`config.mk`:
```
export PLATFORM = sky130hd
export DESIGN_NAME = pe_fifo_fill_arbiter
export DESIGN_NICKNAME = d
export VERILOG_FILES = /design/src/rtl/pe_fifo_fill_arbiter.sv
export SDC_FILE = /design/constraint.sdc
export NUM_CORES = 1
export LEC_CHECK = 0
export ABC_AREA = 0
export BUFFER_PORTS_ARGS = -buffer_cell sky130_fd_sc_hd__clkbuf_2
export CORE_MARGIN = 5
export CORE_UTILIZATION = 40
export CTS_BUF_LIST = sky130_fd_sc_hd__clkbuf_8 sky130_fd_sc_hd__clkbuf_16
export DETAILED_ROUTE_END_ITERATION = 10
export PLACE_DENSITY = 0.71
export RECOVER_POWER = 50
export SETUP_SLACK_MARGIN = 0.1
export SLEW_MARGIN = 15
export SYNTH_ARGS = -nofsm -noshare
export SYNTH_HDL_FRONTEND = slang
export SYNTH_SLANG_ARGS = --single-unit
export TNS_END_PERCENT = 100
```
`constraint.sdc`:
```
create_clock -name clk -period 2.3 [get_ports clk]
set_input_delay 0.115 -clock clk [delete_from_list [all_inputs] [get_ports clk]]
set_output_delay 0.115 -clock clk [all_outputs]
set_load 0.05 [all_outputs]
```
`src/rtl/pe_fifo_fill_arbiter.sv`:
```
// pe_fifo_fill_arbiter: round-robin sharing of one GLB read port among NUM_REQ PE FIFOs,
// with per-FIFO credits so a destination FIFO is never overrun.
module pe_fifo_fill_arbiter #(
    parameter int NUM_REQ    = 4,
    parameter int DATA_W     = 32,
    parameter int ADDR_W     = 10,
    parameter int FIFO_DEPTH = 3
) (
    input  logic                      clk,
    input  logic                      rstn,
    input  logic [NUM_REQ-1:0]        req_i,
    input  logic [NUM_REQ*ADDR_W-1:0] req_addr_i,
    output logic [NUM_REQ-1:0]        req_ack_o,
    output logic                      sram_en_o,
    output logic [ADDR_W-1:0]         sram_addr_o,
    input  logic [DATA_W-1:0]         sram_rdata_i,
    output logic [NUM_REQ-1:0]        fifo_push_o,
    output logic [DATA_W-1:0]         fifo_din_o,
    input  logic [NUM_REQ-1:0]        fifo_pop_i
);
    localparam int IW = $clog2(NUM_REQ);
    localparam int CW = $clog2(FIFO_DEPTH + 1);

    logic [IW-1:0]     rr_q, rd_id_q, hold_id_q, win;
    logic              rd_pend_q, hold_valid_q, found, push, issue, grant;
    logic [DATA_W-1:0] hold_data_q;
    logic [CW-1:0]     credit_q [NUM_REQ];
    logic [NUM_REQ-1:0] ack;

    always_comb begin
        found = 1'b0;
        win   = rr_q;
        for (int k = 1; k <= NUM_REQ; k++) begin
            if (!found && req_i[(int'(rr_q) + k) % NUM_REQ] &&
                credit_q[(int'(rr_q) + k) % NUM_REQ] != '0) begin
                found = 1'b1;
                win   = IW'((int'(rr_q) + k) % NUM_REQ);
            end
        end
    end

    // a push that collides with a pop would be dropped by the FIFO, so it is held back
    assign push        = hold_valid_q && !fifo_pop_i[hold_id_q];
    assign issue       = rstn && !rd_pend_q && (!hold_valid_q || push);
    assign grant       = issue && found;
    assign ack         = grant ? NUM_REQ'(1) << win : '0;
    assign req_ack_o   = ack;
    assign sram_en_o   = grant;
    assign sram_addr_o = grant ? req_addr_i[int'(win)*ADDR_W +: ADDR_W] : '0;
    assign fifo_push_o = push ? NUM_REQ'(1) << hold_id_q : '0;
    assign fifo_din_o  = hold_data_q;

    always_ff @(posedge clk or negedge rstn) begin
        if (!rstn) begin
            rr_q         <= IW'(NUM_REQ - 1);
            rd_pend_q    <= 1'b0;
            rd_id_q      <= '0;
            hold_valid_q <= 1'b0;
            hold_id_q    <= '0;
            hold_data_q  <= '0;
            for (int i = 0; i < NUM_REQ; i++) credit_q[i] <= CW'(FIFO_DEPTH);
        end else begin
            if (grant) begin
                rr_q    <= win;
                rd_id_q <= win;
            end
            rd_pend_q <= grant;
            if (rd_pend_q) begin
                hold_data_q <= sram_rdata_i;
                hold_id_q   <= rd_id_q;
            end
            hold_valid_q <= rd_pend_q || (hold_valid_q && !push);
            for (int i = 0; i < NUM_REQ; i++) begin
                if (ack[i] && !fifo_pop_i[i])
                    credit_q[i] <= credit_q[i] - 1'b1;
                else if (!ack[i] && fifo_pop_i[i] && credit_q[i] != CW'(FIFO_DEPTH))
                    credit_q[i] <= credit_q[i] + 1'b1;
            end
        end
    end
endmodule
```
==> After elaboration in Yosys (flattened, before gate mapping) <==
Index checks and enable logic that the tools add are counted.
{ "totals": {"reg_bits": 48, "latch_bits": 0, "mem_bits_rw": 0, "romBits": 0, "output_inout_bits": 51, "wordCells": 145, "mem_count": 0} }
{ "classes": {"addsub": 12, "multipliers": 1, "div": 0, "magnitude_cmp": 9, "n_eq_ne": 4, "n_shift": 3, "muxes": 45, "bitwise_logic": 8, "n_reduce_logical": 53} }
{ "op_table": {"columns": ["cell", "count"], "rows": [
  [">= comparator 32 x 3 -> 1 bit, second input constant", 4],
  ["NOT 32 bit", 4],
  ["two-way mux 2 bit", 20],
  ["variable part select 40 x 7 -> 10 bit", 1],
  ["logical AND 1 bit", 24],
  ["binary-select mux 2 bit (select 2 bit)", 4],
  ["< comparator 3 x 4 -> 1 bit, second input constant", 4],
  ["nonzero test 2 bit", 8],
  ["logical NOT 1 bit", 15],
  ["two-way mux 1 bit", 13],
  ["adder 2 x 1 -> 2 bit, second input constant", 6],
  ["binary-select mux 1 bit (select 2 bit)", 5],
  ["two-way mux 10 bit", 1],
  ["two-way mux 4 bit", 2],
  ["inequality test 2 bit, second input constant", 4],
  ["OR reduction 2 bit", 4],
  ["<< shifter 1 x 2 -> 4 bit, first input constant", 2],
  ["subtractor 2 x 1 -> 2 bit, second input constant", 4],
  ["multiplier 2 x 3 -> 5 bit, second input constant", 1],
  ["adder 2 bit, second input constant", 2],
  ["AND 1 bit, first input constant", 4],
  ["< comparator 2 x 3 -> 1 bit, second input constant", 1],
  ["logical OR 1 bit", 2]
]} }

==> Depth between registers and ports, before layout <==
Gate-level depths: netlist of run 1.
{ "logic_depth": {"depth_word": 29, "depth_mapped": 8, "depth_no_buf": 6} }

==> Least setup slack after synthesis of run 1 <==
Ideal clock, no wire load.
{ "synth_timing": {"kind": "register -> output", "from": "register credit_q[4] in the netlist's numbering", "to": "output sram_addr_o[0]", "arrival_time_ns": 2.441, "required_time_ns": 2.185, "setup_slack_ns": -0.256, "path_stages_with_launch": 8, "path_buffers": 1, "cell_sequence": "dfstp_2 -> o21ai_4 -> a41oi_2 -> nand2_2 -> inv_2 -> nand2_1 -> buf_2 -> o22ai_1"} }
{ "synth_between": {"elab_cells_between_ends": 38, "classes_between": "mul: 1; shift: 1; mux: 21; reduce/logical: 15"} }
{ "synth_lines": {"columns": ["element", "line_no", "source"], "rows": [
  ["start, declared", "27", "logic [CW-1:0] credit_q [NUM_REQ];"],
  ["start signal, assigned by index", "75", "credit_q[i] <= credit_q[i] - 1'b1;"],
  ["start signal, assigned by index", "77", "credit_q[i] <= credit_q[i] + 1'b1;"],
  ["binary-select mux 2 bit (select 2 bit)", "35", "credit_q[(int'(rr_q) + k) % NUM_REQ] != '0) begin"],
  ["two-way mux 2 bit (not written as such) (2 in series)", "35", null],
  ["nonzero test 2 bit", "35", null],
  ["logical AND 1 bit", "34", "if (!found && req_i[(int'(rr_q) + k) % NUM_REQ] &&"],
  ["two-way mux 1 bit", "34", null],
  ["logical NOT 1 bit", "34", null],
  ["logical AND 1 bit (2 in series)", "34", null],
  ["two-way mux 1 bit", "34", null],
  ["logical NOT 1 bit", "34", null],
  ["logical AND 1 bit (2 in series)", "34", null],
  ["two-way mux 1 bit", "34", null],
  ["logical NOT 1 bit", "34", null],
  ["logical AND 1 bit (2 in series)", "34", null],
  ["two-way mux 1 bit (*)", "34", null],
  ["logical AND 1 bit (*)", "45", "assign grant = issue && found;"],
  ["net sram_en_o", "14", "output logic sram_en_o,"],
  ["two-way mux 10 bit (*)", "49", "assign sram_addr_o = grant ? req_addr_i[int'(win)*ADDR_W +: ADDR_W] : '0;"],
  ["end, declared", "15", "output logic [ADDR_W-1:0] sram_addr_o,"]
]} }
Mark *: on every way through the listed nets, which the timed path passes. The rest lies on a longest branch. The select of a mux whose other input is x is not followed.

==> Final worst setup path of run 1 <==
{ "layout_timing": {"from": "register credit_q[5] in the netlist's numbering", "to": "output sram_addr_o[8]"} }
{ "layout_between": {"elab_chain_len": 21, "elab_cells_between_ends": 38, "classes_between": "mul: 1; shift: 1; mux: 21; reduce/logical: 15"} }
{ "layout_lines": {"columns": ["element", "line_no"], "rows": [
  ["binary-select mux 2 bit (select 2 bit)", "35"],
  ["two-way mux 2 bit (not written as such) (2 in series)", "35"],
  ["nonzero test 2 bit", "35"],
  ["logical AND 1 bit", "34"],
  ["two-way mux 1 bit", "34"],
  ["logical NOT 1 bit", "34"],
  ["logical AND 1 bit (2 in series)", "34"],
  ["two-way mux 1 bit", "34"],
  ["logical NOT 1 bit", "34"],
  ["logical AND 1 bit (2 in series)", "34"],
  ["two-way mux 1 bit", "34"],
  ["logical NOT 1 bit", "34"],
  ["logical AND 1 bit (2 in series)", "34"],
  ["two-way mux 2 bit", "34"],
  ["multiplier 2 x 3 -> 5 bit", "49"],
  ["variable part select 40 x 7 -> 10 bit", "49"],
  ["two-way mux 10 bit (*)", "49"]
]} }
Every way passes the cells marked *; elsewhere a longest branch is shown, timed or not. The select of a mux whose other input is x is not followed.

==> impl_metrics.py, run 1 <==
metrics = {
    "power": {
        "combPwrFrac_pct": 66.1,
        "clockPowerShare_pct": 11.2,
        "internal_power_uw": 3330,
        "pwr-share-seq_pct": 22.7,
        "p_sw_uw": 3190,
        "power_uw": 6530,
        "peakVddDrop_v": 0.00127,
        "powerDensity_nw_per_um2": 1560,
        "sw_frac_of_total_pct": 48.9,
        "p_leak_uw": 0.00183,
    },
    "run_status": {
        "status": "finished with violations",
        "failed_checks": "negative setup slack",
    },
    "place": {
        "place.gp.congestion": 0.751,
        "numPortBuffers": 132,
        "dp_cells": 428,
        "place_hpwl_um": 5400,
        "post-place-ws_ns": 0.126,
    },
    "logic_synthesis": {
        "ys_seq_area_share_pct": 47.0,
        "synth_top_area_cell": "dfrtp_1",
        "async_flop_share_pct": 100,
        "synth_area_leaders": "dfrtp_1 37%, mux2_2 15%, dfstp_2 10%",
        "synth_ff_type": "dfrtp_1",
        "synth.cell_area_um2": 2580,
        "ys_warn_count": 0,
        "ys_types": 45,
        "synth-seq-cells": 48,
        "syn_inst": 219,
        "yosysTopAreaCellShare_pct": 36.8,
        "synth_edf_count": 0,
        "syn_area_per_cell_um2": 11.8,
        "synthesis.nets": 301,
        "yosysMostFrequentCell": "dfrtp_1",
        "synth_common_cells": "38 x dfrtp_1, 34 x mux2_2, 22 x mux2i_1",
    },
    "min_path": {
        "holdCritStartpoint": "sram_rdata_i[0]",
        "min_to": "fifo_din_o[0]",
        "hold_class": "primary input to register",
        "whs_path_depth": 2,
    },
    "clock_network": {
        "clkTransAtPathRegs_ns": 0.09,
        "clk-insertion-delay-late_ns": 0.30,
        "clkSinkCount": 48,
        "cts-buffers-inserted": 5,
        "h-tree-depth": 2,
        "cts_max_path_buffers": 2,
        "cts_root_buf": "clkbuf_8",
        "cts_tree": "yes",
    },
    "worst_setup_path": {
        "cp_slowest_cell": "dfstp_2",
        "ff2ff_path_depth": 8,
        "critical_path.max_stage_delay_ns": 0.40,
        "r2r_setup_slack_ns": 0.19,
        "reg2reg_from": "credit_q[1]",
        "worstPathRequired_ns": 2.18,
        "worstReg2RegEnd": "credit_q[1]",
        "start_kind": "register",
        "critPathKind": "register to output pin",
        "critPathMaxFanout": 7,
        "path_common_cell": "buf_12",
        "arrival_ns": 2.23,
        "cp_cell_sequence": "o21ai_4 -> o221ai_4 -> a21oi_4 -> buf_12 -> buf_12 -> mux2i_4 -> o22ai_4 -> buf_8",
        "cp-end-kind": "output pin",
    },
    "timing": {
        "finalWorstSetupSlack_ns": -0.0456,
        "relSlewSlack_pct": 21.0,
        "fmax_mhz": 426,
        "period_share_pct": 102,
        "maxSlewViolCount": 0,
        "hold_viol": 0,
        "rsz0062_at_grt": "yes",
        "fin_skew_ns": 0.00751,
        "final-setup-viol-count": 10,
        "period_needed_ns": 2.35,
        "worstMarginPinSlew_ns": 1.18,
    },
    "global_routing": {
        "grt_overflow": 0,
        "first_global_vias": 2525,
        "grt_antenna_before_repair": 0,
        "grt_pass1_wl_um": 12200,
        "grt.total_usage_pct": 18.2,
        "grt_max_degree": 49,
    },
    "layout": {
        "n_antenna_cell": 0,
        "syn2layout_area_growth_pct": 62.4,
        "fin_cells": 455,
        "fin_nets": 459,
        "fill_cells": 483,
        "drive_gt1_share_pct": 63.0,
        "multi_input_area_um2": 1610,
        "regArea_um2": 1210,
    },
    "floorplanning": {
        "pin_count": 133,
        "fp.coreArea_um2": 6310,
        "core.rowCount": 29,
        "die_h_um": 90.4,
        "dieArea_um2": 8160,
        "start_util_pct": 40.9,
        "die_width_um": 90.4,
    },
    "detailed_routing": {
        "drc": 0,
        "viasPerCell": 5.43,
        "routed_wl_um": 7510,
        "wl_per_cell_um": 16.5,
        "drt_iter0_drc": 90,
        "first_pass_iters": 4,
        "antenna_left": 0,
        "dr_total_vias": 2469,
    },
    "job": {
        "maxCapViolCount": 0,
    },
}
-- power groups by stage --
stage               combinational (uW)  clock [uW]  sequential, uW
floorplan                         1740           0            2490
global placement                  3560           0            1490
detailed placement                3610           0            1510
CTS                               4210         753            1490
global route                      4530         793            1530
finish                            4320         730            1480
-- metrics by stage --
stage / utilization, % / area [um2] / hold slack (ns) / setup TNS [ns]
final: 66.4 / 4190 / 0.0362 / -0.284
after global routing: 66.4 / 4190 / 0.0235 / -1.39
after CTS: 65.1 / 4110 / 0.0282 / -0.0175
after detailed placement: 56.0 / 3540 / 0.282 / 0
after global placement: 56.0 / 3540 / 0.269 / 0
after floorplan: - / 2690 / -0.181 / -0.302
-- worst max-delay path: cells and delay by family, from the launching register on --
family / cells / cell delay [ns]
DFF: 1 / 0.40
muxes: 1 / 0.26
buffers and inverters: 3 / 0.44
AOI/OAI and AO/OA: 4 / 0.83
-- area by class of cell --
type,instances,area share (%)
multi-input cells,148,38.5
flip-flops and latches,48,29.0
repair buffers,162,25.9
well taps,77,2.30
clock buffers,5,1.64
clock inverters,3,1.64
inverters,12,1.07
-- what timing repair did --
action / 4_1_cts / 5_1_grt
hold buffers: 1 / 0
cloned: 1 / 0
pin swaps: 6 / 4
setup buffers: 12 / 5
setup endpoints to repair: 13 / 14
gates resized for setup: 55 / 22
endpoints found under the hold margin: 38 / 0
-- registers in the layout, summed over array words and instances (netlist names) --
register / count
credit_q: 8
rd_pend_q: 1
rr_q: 2
rd_id_q: 2
fifo_din_o: 32
hold_valid_q: 1
hold_id_q: 2
-- kinds of logic after synthesis --
family          Yosys count  share of synthesized area, %
flops                    48                          47.0
compound gates           61                          18.9
simple gates             30                          6.15
xor+xnor                  1                         0.339
mux                      56                          23.4
buf+inv                  23                          4.22
-- per-layer routing --
layer / part of all wire (%) / vias to the layer above / global-route usage, %
met4: 2.0 / 0 / 5.21
met3: 11 / 17 / 7.75
met2: 46 / 158 / 30.0
met1: 40 / 1140 / 21.6
met5: 0 / - / 0
li1: - / 1154 / -
-- placed cells by master (no fill, tap or decap), types with 3 or more instances in the layout --
| cell | count |
|---|---|
| o22ai_4 | 6 |
| buf_4 | 22 |
| clkbuf_1 | 20 |
| clkbuf_2 | 99 |
| buf_12 | 5 |
| dfrtp_1 | 37 |
| a211oi_1 | 6 |
| nor3_1 | 5 |
| o221ai_4 | 3 |
| mux2i_4 | 12 |
| buf_8 | 8 |
| nand2_1 | 12 |
| dfstp_2 | 10 |
| inv_1 | 10 |
| clkbuf_8 | 8 |
| mux2_2 | 34 |
| mux2i_1 | 8 |
| o22ai_1 | 3 |
| nor2_4 | 4 |
| o21ai_0 | 8 |
| a31oi_1 | 4 |
| a41oi_1 | 3 |
-- how the worst max path moves through the flow --
stage	start	end	slack [ns]	cells past startpoint
6_report	credit_q[5]	sram_addr_o[8]	-0.05	8
2_1_floorplan	credit_q[4]	sram_addr_o[7]	-0.10	6
3_5_place_dp	credit_q[2]	sram_addr_o[8]	0.13	7
5_1_grt	credit_q[5]	sram_addr_o[7]	-0.17	8
4_1_cts	credit_q[5]	sram_addr_o[6]	-0.01	8
3_3_place_gp	credit_q[2]	sram_addr_o[1]	0.19	7
No activity file was read; power rests on OpenSTA's default activity.
==> inputs of run 2 (changes only) <==
- ABC_AREA: 0 -> 1
- GPL_TIMING_DRIVEN: default -> 1
- PLACE_DENSITY: 0.71 -> 0.69
==> run 2 against run 1 <==
Against the previous run: the run still ends with negative setup slack left; die area increased by 10%; final area rose by 22%; first-iteration DRC count is 87% higher; global-route usage up 3.9 points; worst setup slack got worse by 0.38 ns; critical path depth is 6 higher; clock-buffer cell count unchanged; flip-flop and latch count unchanged; non-clock buffer count increased by 34; core utilization grew 5.0 points.
==> impl_metrics.py, run 2 <==
metrics = {
    "run_status": {
        "status": "finished with violations",
        "failed_checks": "negative setup slack",
    },
    "worst_setup_path": {
        "critPathKind": "register to output pin",
        "arrival_ns": 2.61,
        "crit_start": "rr_q[0]",
        "start_kind": "register",
        "cp-end-kind": "output pin",
        "worstPathRequired_ns": 2.18,
        "reg2reg_from": "rr_q[1]",
        "critPathMaxFanout": 6,
    },
    "logic_synthesis": {
        "synth_edf_count": 0,
        "synth_xor_area_share_pct": 1.13,
        "yosys.area_share.simple_pct": 41.2,
        "synth_ff_type": "dfrtp_1",
        "yosysMostFrequentCell": "nand2_1",
        "synth_top_family_by_area": "simple AND/OR/NAND/NOR gates",
        "synthAdderAreaFrac_pct": 0,
        "synth_top_area_cell": "dfrtp_1",
        "ys_types": 28,
        "synthMuxAreaShare_pct": 0,
        "synth-seq-cells": 48,
        "synth_area_leaders": "dfrtp_1 33%, nand2_1 28%, dfstp_2 9.1%",
        "synth.cell_area_um2": 2880,
        "ys_seq_area_share_pct": 42.1,
        "synthesis.nets": 515,
        "synth_common_cells": "215 x nand2_1, 38 x dfrtp_1, 32 x nand3_1",
        "synth-compound-area-share_pct": 7.73,
        "async_flop_share_pct": 100,
        "ys_warn_count": 0,
        "yosysTopAreaCellShare_pct": 33.0,
        "syn_inst": 433,
        "syn_area_per_cell_um2": 6.65,
    },
    "global_routing": {
        "grt_overflow": 0,
        "grt_pass1_wl_um": 15900,
        "grt_antenna_before_repair": 0,
        "grt_max_degree": 49,
        "first_global_vias": 3478,
        "grt.total_usage_pct": 22.1,
    },
    "detailed_routing": {
        "drt_iter0_drc": 168,
        "wl_per_cell_um": 15.4,
        "drc": 0,
        "first_pass_iters": 5,
        "antenna_left": 0,
        "routed_wl_um": 11100,
        "dr_total_vias": 3658,
        "viasPerCell": 5.07,
    },
    "timing": {
        "period_share_pct": 119,
        "hold_viol": 0,
        "relSlewSlack_pct": 8.76,
        "worstMarginPinSlew_ns": 1.37,
        "rsz0062_at_grt": "yes",
        "maxSlewViolCount": 0,
        "period_needed_ns": 2.73,
        "final-setup-viol-count": 24,
        "fin_skew_ns": 0.00694,
        "fmax_mhz": 367,
        "holdWs_ns": 0.00815,
        "tns_ns": -6.80,
        "finalWorstSetupSlack_ns": -0.427,
    },
    "layout": {
        "mostFrequentLayoutCell": "nand2_1",
        "drive_gt1_share_pct": 52.1,
        "fin_nets": 703,
        "n_antenna_cell": 0,
        "syn2layout_area_growth_pct": 76.9,
        "fin_util_pct": 71.4,
        "largest_reg_flops": 32,
        "final_cell_mix": "177 x nand2_1, 117 x clkbuf_2, 38 x dfrtp_1",
    },
    "floorplanning": {
        "fp.coreArea_um2": 7140,
        "dieArea_um2": 9000,
        "die_h_um": 94.9,
        "start_util_pct": 40.4,
        "pin_count": 133,
        "core.rowCount": 31,
        "die_width_um": 94.9,
    },
    "clock_network": {
        "clkSinkCount": 48,
        "cts_max_path_buffers": 2,
        "clkTransAtPathRegs_ns": 0.09,
        "cts-buffers-inserted": 5,
        "h-tree-depth": 2,
        "clk-insertion-delay-late_ns": 0.30,
        "cts_tree": "yes",
        "cts_root_buf": "clkbuf_8",
    },
    "place": {
        "place_hpwl_um": 6770,
        "numPortBuffers": 132,
        "place.gp.congestion": 0.898,
    },
    "job": {
        "maxCapViolCount": 0,
    },
    "min_path": {
        "holdCritStartpoint": "sram_rdata_i[7]",
        "hold_class": "primary input to register",
    },
}
## run 2: cell types whose count changed after synthesis, moves of 13 or more
cell | previous run | this run
nand2_1 | 12 | 215
mux2_2 | 34 | 0
nand3_1 | 0 | 32
nor2_1 | 4 | 28
mux2i_1 | 22 | 0
inv_1 | 10 | 27
o21ai_1 | 2 | 15
## run 2: layout make-up
| class | instances | area (um2) |
|---|---|---|
| Clock buffer | 5 | 68.8 |
| Clock inverter | 3 | 42.5 |
| Fill cell | 544 | 2040 |
| Inverter | 30 | 133 |
| Multi-Input combinational cell | 340 | 2020 |
| Sequential cell | 48 | 1210 |
| Tap cell | 99 | 124 |
| Timing Repair Buffer | 196 | 1500 |
## run 2: critical path, stage by stage, from the launching register on
cell and delay [ns]:
dfstp_2 0.60, buf_12 0.14, xor2_4 0.22, nand2_2 0.12, nand2_4 0.13, nand3_4 0.09
nand2_4 0.08, nand2_4 0.11, inv_8 0.11, clkbuf_16 0.14, nand2_1 0.07, nand2_1 0.09
nand2_2 0.08, a21oi_4 0.17, buf_8 0.16
## run 2: cells by family (layout without fill, tap and decap cells)
logic type	after synthesis	in the layout
buffers and inverters	48	234
xor gates and xnor gates	2	2
AOI/OAI and AO/OA	43	43
and+or+nand+nor	292	295
DFF	48	48
## run 2: metal layers
layer  track usage [%]  share of wire (%)
met1              27.3                 38
met2              36.9                 50
met3              5.34                7.2
met4              8.89                4.1
met5                 0                  0
## run 2: final timing paths
| path | endpoint | slack [ns] | cells after the start |
|---|---|---|---|
| max | sram_addr_o[5] | -0.43 | 14 |
| min | fifo_din_o[7] | 0.008 | 3 |
| max reg2reg | credit_q[2] | -0.31 | 16 |
| min reg2reg | fifo_din_o[23] | 0.48 | 2 |
| max in group asynchronous | fifo_din_o[23] | 0.86 | 3 |
| min in group asynchronous | rd_id_q[0] | 0.73 | 3 |
## run 2: what timing repair did
action	CTS	global route
setup endpoints to repair	23	27
hold buffers	1	0
resized for setup	90	95
setup buffers	15	12
cloned	3	3
hold endpoints to repair	38	0
pin swaps	16	40
## run 2: metrics by stage
| stage | std cells | cell area [um2] | setup slack (ns) |
|---|---|---|---|
| after floorplan | 433 | 3010 | 0.0835 |
| after global placement | 681 | 4000 | -0.0741 |
| after detailed placement | 681 | 4000 | -0.109 |
| after CTS | 707 | 4660 | -0.282 |
| after global routing | 721 | 5100 | -0.509 |
| final | 721 | 5100 | -0.427 |
Power of run 2 is left out: the tool's default activity adds up to more than one toggle a clock period on the data nets, which glitch-free logic cannot reach.
